## src/rtl/exec_ctrl.sv

```systemverilog
// exec_ctrl: issue/writeback controller between decode, an execution unit and the register file.
// Latency: accept edge -> EXEC; next edge captures the result and raises wb_valid_o (2 cycles, 1 instr / 2 cycles peak).
// Backpressure: in_ready_o is 1 in IDLE, follows wb_ready_i in WB, and is 0 in EXEC; the WB result holds until wb_ready_i.
// Ports: clk_i/arst_ni (sync, active-low); in_valid_i/in_ready_o + func_i, rs1/rs2_data_i, imm_i, rd_i (decoded instruction);
//        eu_rs1/rs2/imm/func_o (registered operands to the EU), eu_res_math/gate/shift_i (EU results);
//        wb_valid_o/wb_ready_i, wb_rd_o, wb_data_o (writeback); err_o, busy_o, retired_o (status).

package exec_ctrl_pkg;
  typedef enum logic [3:0] {
    F_AND  = 4'd0,
    F_OR   = 4'd1,
    F_XOR  = 4'd2,
    F_NOT  = 4'd3,
    F_ADD  = 4'd4,
    F_ADDI = 4'd5,
    F_SUB  = 4'd6,
    F_SLL  = 4'd7,
    F_SLLI = 4'd8,
    F_SLR  = 4'd9,
    F_SLRI = 4'd10
  } func_t;
endpackage

module exec_ctrl
  import exec_ctrl_pkg::*;
#(
  parameter int DATAWIDTH = 32,
  parameter int RADDRW    = 5
) (
  input  logic                 clk_i,
  input  logic                 arst_ni,
  input  logic                 in_valid_i,
  output logic                 in_ready_o,
  input  func_t                func_i,
  input  logic [DATAWIDTH-1:0] rs1_data_i,
  input  logic [DATAWIDTH-1:0] rs2_data_i,
  input  logic [5:0]           imm_i,
  input  logic [RADDRW-1:0]    rd_i,
  output logic [DATAWIDTH-1:0] eu_rs1_o,
  output logic [DATAWIDTH-1:0] eu_rs2_o,
  output logic [5:0]           eu_imm_o,
  output func_t                eu_func_o,
  input  logic [DATAWIDTH-1:0] eu_res_math_i,
  input  logic [DATAWIDTH-1:0] eu_res_gate_i,
  input  logic [DATAWIDTH-1:0] eu_res_shift_i,
  output logic                 wb_valid_o,
  output logic [RADDRW-1:0]    wb_rd_o,
  output logic [DATAWIDTH-1:0] wb_data_o,
  input  logic                 wb_ready_i,
  output logic                 err_o,
  output logic                 busy_o,
  output logic [15:0]          retired_o
);

  typedef enum logic [1:0] {
    S_IDLE = 2'd0,
    S_EXEC = 2'd1,
    S_WB   = 2'd2
  } state_t;

  state_t               state_q;
  logic [RADDRW-1:0]    rd_q;
  logic                 func_legal;
  logic                 accept;
  logic                 wb_hs;
  logic [DATAWIDTH-1:0] res_sel;

  // Only the 11 defined codes are executed; anything else is flagged and dropped.
  always_comb begin
    func_legal = 1'b0;
    case (func_i)
      F_AND, F_OR, F_XOR, F_NOT, F_ADD, F_ADDI, F_SUB,
      F_SLL, F_SLLI, F_SLR, F_SLRI: func_legal = 1'b1;
      default:                      func_legal = 1'b0;
    endcase
  end

  // The EU computes all three result classes in parallel; pick the one matching the op in flight.
  always_comb begin
    res_sel = eu_res_math_i;
    case (eu_func_o)
      F_AND, F_OR, F_XOR, F_NOT:      res_sel = eu_res_gate_i;
      F_ADD, F_ADDI, F_SUB:           res_sel = eu_res_math_i;
      F_SLL, F_SLLI, F_SLR, F_SLRI:   res_sel = eu_res_shift_i;
      default:                        res_sel = eu_res_math_i;
    endcase
  end

  // A WB handshake frees the slot on the same edge, so a new instruction can be taken then.
  assign in_ready_o = (state_q == S_IDLE) || ((state_q == S_WB) && wb_ready_i);
  assign busy_o     = (state_q != S_IDLE);
  assign accept     = in_valid_i && in_ready_o;
  assign wb_hs      = (state_q == S_WB) && wb_ready_i;

  always_ff @(posedge clk_i) begin
    if (!arst_ni) begin
      state_q    <= S_IDLE;
      rd_q       <= '0;
      eu_rs1_o   <= '0;
      eu_rs2_o   <= '0;
      eu_imm_o   <= '0;
      eu_func_o  <= F_AND;
      wb_valid_o <= 1'b0;
      wb_rd_o    <= '0;
      wb_data_o  <= '0;
      err_o      <= 1'b0;
      retired_o  <= '0;
    end else begin
      err_o <= 1'b0;

      if (wb_hs) begin
        wb_valid_o <= 1'b0;
        if (retired_o != 16'hFFFF) begin
          retired_o <= retired_o + 16'd1;
        end
        state_q <= S_IDLE;
      end

      if (state_q == S_EXEC) begin
        wb_valid_o <= 1'b1;
        wb_data_o  <= res_sel;
        wb_rd_o    <= rd_q;
        state_q    <= S_WB;
      end

      // Accept can only coincide with IDLE or a WB handshake, so it overrides the IDLE target above.
      if (accept) begin
        eu_rs1_o  <= rs1_data_i;
        eu_rs2_o  <= rs2_data_i;
        eu_imm_o  <= imm_i;
        eu_func_o <= func_i;
        rd_q      <= rd_i;
        if (func_legal) begin
          state_q <= S_EXEC;
        end else begin
          err_o   <= 1'b1;
          state_q <= S_IDLE;
        end
      end
    end
  end

endmodule

```

## config.mk

```make
export PLATFORM = sky130hd
export DESIGN_NAME = exec_ctrl
export DESIGN_NICKNAME = d
export VERILOG_FILES = /design/src/rtl/exec_ctrl.sv
export SDC_FILE = /design/constraint.sdc
export NUM_CORES = 1
export LEC_CHECK = 0
export ABC_AREA = 1
export CAP_MARGIN = 20
export CORE_ASPECT_RATIO = 0.8
export CORE_UTILIZATION = 38
export DETAILED_ROUTE_END_ITERATION = 8
export HOLD_SLACK_MARGIN = 0.02
export PLACE_DENSITY_LB_ADDON = 0.15
export SKIP_LAST_GASP = 1
export SLEW_MARGIN = 20
export SYNTH_ARGS = -nofsm -noshare
export SYNTH_HDL_FRONTEND = slang
export SYNTH_SLANG_ARGS = --single-unit
```

## constraint.sdc

```tcl
create_clock -name clk_i -period 1.75 [get_ports clk_i]
set_input_delay 0.35 -clock clk_i [delete_from_list [all_inputs] [get_ports clk_i]]
set_output_delay 0.35 -clock clk_i [all_outputs]
set_load 0.02 [all_outputs]
```

=== Yosys cells after proc, flatten, opt, wreduce, memory -nomap -nowiden ===
Memories as Yosys holds them, arrays and structs flattened.
Cells that the tools add are included.
Widths: inputs -> output; s select.

* Add/subtract/negate cells: 1
* Equal/unequal tests: 10
* Muxes and demuxes: 8
* Reductions and logical operators: 12

{| class="wikitable"
|+ Operators by type and width
! cell !! number
|-
| $pmux 32 s2 || 1
|-
| $add 16x1->16 const B || 1
|-
| $ne 16x16->1 const B || 1
|-
| $eq 4x4->1 const B || 3
|-
| $eq 4x2->1 const B || 2
|-
| $reduce_or 4->1 || 2
|-
| $mux 2 || 3
|-
| $eq 4x1->1 const B || 1
|-
| $eq 4x3->1 const B || 1
|-
| $logic_not 4->1 || 1
|-
| $mux 1 || 4
|-
| $reduce_and 2->1 || 2
|-
| $reduce_bool 2->1 || 2
|-
| $reduce_bool 3->1 || 1
|-
| $eq 2x1->1 const B || 1
|-
| $eq 2x2->1 const B || 1
|-
| $logic_and 1x1->1 || 2
|-
| $logic_not 2->1 || 1
|-
| $logic_or 1x1->1 || 1
|}

* Register bits: 136
* ROM bits: 16
* Bits of input ports: 179
* Logic and storage cells: 43
* Memories: 1

{| class="wikitable"
|+ Memory list
! name !! depth !! bits a word !! rd ports !! clocked after Yosys merged registers in !! wr ports !! RTL line !! text
|-
| (no name shown) || 16 || 1 || 1 || 0 || 0 || 71 || <nowiki>case (func_i)</nowiki>
|}

=== Depth between registers and ports, before layout ===
* Word-level depth: 5
* Mapped depth: 10
* Gate-level depth less buffers: 10

=== Worst setup path after synthesis ===
No wires, ideal clock.

* Kind: register -> register
* Start: register retired_o[0]
* End: register retired_o[3]
* Setup time: 0.070 ns
* Arrival time: 1.602 ns
* Required time: 1.680 ns
* Slack: 0.078 ns
* Cell stages (with the launch flop): 9
* Path buffers: 1
* Period minus slack after synthesis: 1.672 ns
* Cells stage by stage: dfxtp_1 > ha_1 > nand3_1 > inv_1 > nand2_1 > o21ai_2 > buf_4 > nand2_1 > a21oi_1

* Longest elaborated chain between the ends: 2

{| class="wikitable"
|+ Ends and longest elaborated chain
! what !! RTL line !! text
|-
| start, declared || 52 || <nowiki>output logic [15:0] retired_o</nowiki>
|-
| start signal, assigned || 114 || <nowiki>retired_o <= retired_o + 16'd1;</nowiki>
|-
| parallel branches: the longest is 2 deep, another holds $add 16x1->16 || - ||
|}

Parallel ways; which one is timed is not known.
A chain may end at the register's enable or synchronous reset.

=== Worst setup path in the final report ===
* Start: register eu_rs2_o[18]
* End: output eu_rs2_o[18]

{| class="wikitable"
|+ RTL lines
! what !! RTL line !! text
|-
| start, declared || 40 || <nowiki>output logic [DATAWIDTH-1:0] eu_rs2_o,</nowiki>
|-
| start signal, assigned || 129 || <nowiki>eu_rs2_o <= rs2_data_i;</nowiki>
|}

No word-level cell between the ends.

==> results.cfg <==
[sta]
fin_hold_ws_ns = 0.319
maxSlewHeadroom_pct = 63.3
rsz0062_at_grt = true
worstMarginPinSlew_ns = 0.550
tns_ns = 0
fin_crit_sh_pct = 99.4
finalMaxSlewViolations = 0
timing.final.crit_period_ns = 1.74
finClkSkew_ns = 0.0161
fmax_ghz = 0.575
setup_viol = 0
finalHoldViolations = 0

[critical_path]
slowest_delay_ns = 0.63
worstPathCellList = clkdlybuf4s50_1
endpoint_kind = output pin
r2r_cells = 6
cp_max_fo = 2
reg2reg_slack_ns = 0.17
start_kind = flip-flop
path_buf_inv = 1
r2r-start = retired_o[9]
crit_arrival_ns = 1.39
r2r-end = retired_o[4]
critPathSlowestCell = clkdlybuf4s50_1
worstSetupPathType = flip-flop to output pin
worstPathRequired_ns = 1.40
cp_top_family = buffers and inverters

[pwr]
power.total_mw = 9.21
power_frac_comb_pct = 22.5
ir_drop_v = 0.000716
swShare_pct = 28.9
intPower_mw = 6.55
switchingPower_mw = 2.66
p_seq_share_pct = 37.8
power_frac_clock_pct = 39.7
p_per_area_nw_per_um2 = 960
leakagePower_nw = 4.76

[run_status]
outcome = finished clean

[final_layout]
area_delta_synth_final_pct = 75.6
final_cell_count_no_fill = 1240
layout_commonest_cell = clkdlybuf4s50_1
drive_gt1_share_pct = 6.89
diodes = 0
fillerInstances = 1128
final_cell_mix = clkdlybuf4s50_1, nor2_1, dfxtp_1
finalNetCount = 1227

[routing]
met2_length_um = 9280
drtAntennaViolNets = 0
first_iter_violations = 312
wl_met1_um = 7270
dr_wl_met3_um = 1690
route.detailed.drc = 0
top_layer = met4
viasPerCell = 4.89
wirelength_um = 18500
dr.pass1.iters = 5
num_vias = 6064
drt-wirelength-per-cell_um = 14.9

[clocking]
path_clk_slew_ns = 0.06
cts_max_level = 4
cts_buffers = 17
cts_setup_buffers = 0
cts_root_buf = clkbuf_16
cts_sinks = 136
insertion_delay_ns = 0.42
cts_buffer_depth = 2
cts_tree = built
hold_buffers = 0

[placed_design]
dp.cells = 1208
port_buffers = 309
globalplace.congestion = 0.809
dpl.hpwl_um = 12800

[global_route]
grt_max_degree = 59
grtUsageTotal_pct = 23.8
antenna_found_initial = 0
overflow = 0
grt_pass1_vias = 5435
grt_first_pass_wirelength_um = 27300

[yosys]
ys_types = 27
yosysWarnings = 0
synth-seq-cells = 136
synth_area_per_cell_um2 = 7.36
syn_area_um2 = 5460
ys_seq_area_share_pct = 49.8
synth_nets = 922
synth_cells = 742

[hold_path]
min-delay-start = arst_ni
whs_path_depth = 3
holdPathEnd = retired_o[1]
hold_path_class = input pin to flip-flop

[floorplanning]
row_count = 38
fp.dieW_um = 136
initial_core_util_pct = 39.6
core_area_um2 = 13800
die_y_um = 109
io_pins = 310
dieArea_um2 = 14900

[run]
maxCapViolations = 0
per-stage QoR:
step	area (um^2)	setup slack, ns	utilization [%]
floorplan	5460	0.0781	-
global placement	8870	-0.400	64.3
detailed placement	8870	-0.401	64.3
CTS	9430	-0.112	68.4
global route	9590	-0.0327	69.6
finish	9590	0.0111	69.6
layer usage:
layer / vias to the layer above / track usage (%)
met5: - / 0
met4: 0 / 7.54
met3: 22 / 9.48
met2: 210 / 40.5
met1: 2767 / 27.3
li1: 3065 / -
synth_stat cells, drive strengths merged:
library cell,instances,area share (%)
dfxtp,136,50
o21ai,122,11
xnor2,4,0.64
nor2,194,13
clkinv,1,0.092
nor3,2,0.39
inv,18,1.2
a31oi,32,3.7
and3b,1,0.16
a22oi,15,2.1
xor2,2,0.32
nand4,5,0.57
clkbuf,35,2.4
nand3,7,0.64
or2,1,0.11
nand2,120,8.5
buf,14,1.6
a21oi,32,2.9
ha,1,0.23
how the worst max path moves through the flow:
stage                     cells past startpoint         start  slack (ns)      endpoint
final                                         1  eu_rs2_o[18]        0.01  eu_rs2_o[18]
after global routing                          1  eu_rs2_o[18]       -0.03  eu_rs2_o[18]
after CTS                                     5    state_q[1]       -0.11    in_ready_o
after detailed placement                      6    wb_ready_i       -0.40    in_ready_o
after global placement                        6    wb_ready_i       -0.40    in_ready_o
after floorplan                               8  retired_o[0]        0.08  retired_o[3]
power groups by stage:
stage / clock [mW] / combinational [mW] / sequential (mW)
3_3_place_gp: 0 / 2.11 / 3.54
4_1_cts: 3.71 / 2.11 / 3.48
6_report: 3.66 / 2.07 / 3.48
5_1_grt: 3.87 / 2.24 / 3.51
3_5_place_dp: 0 / 2.12 / 3.55
2_1_floorplan: 0 / 0.656 / 3.84
final cells by class:
class | count | area [um^2] | area share, %
clock buffer | 18 | 439 | 4.58
clock inverter | 14 | 163 | 1.70
inverter | 19 | 72.6 | 0.756
multi-input combinational | 538 | 2460 | 25.7
sequential | 136 | 2730 | 28.4
tap | 180 | 225 | 2.35
timing repair buffer | 335 | 3510 | 36.5
logic make-up (layout without fill, tap and decap cells):
logic type	count (synthesis)	in the layout	synth area share [%]
simple gates	330	330	23.8
compound gates	201	201	19.9
fa+ha+maj	1	1	0.229
buf+inv	68	386	5.31
flops	136	136	49.8
xor+xnor	6	6	0.962
tightest hold or removal path, delay by kind of cell:
family,cells,cell delay [ns]
AO/OA/AOI/OAI,1,0.11
buffers and inverters,1,0.19
AND/OR/NAND/NOR,1,0.04
sequential cells by signal (all words and copies together) (netlist names):
signal,flops
retired_o,16
wb_data_o,32
wb_valid_o,1
err_o,1
state_q,2
eu_func_o,4
wb_rd_o,5
rd_q,5
eu_rs1_o,32
eu_imm_o,6
eu_rs2_o,32
repair_timing:
action | 4_1_cts | 5_1_grt
gates resized for setup | 38 | 67
pin swaps | 0 | 1
setup endpoints to repair | 32 | 78
No activity file was read; power rests on OpenSTA's default activity.
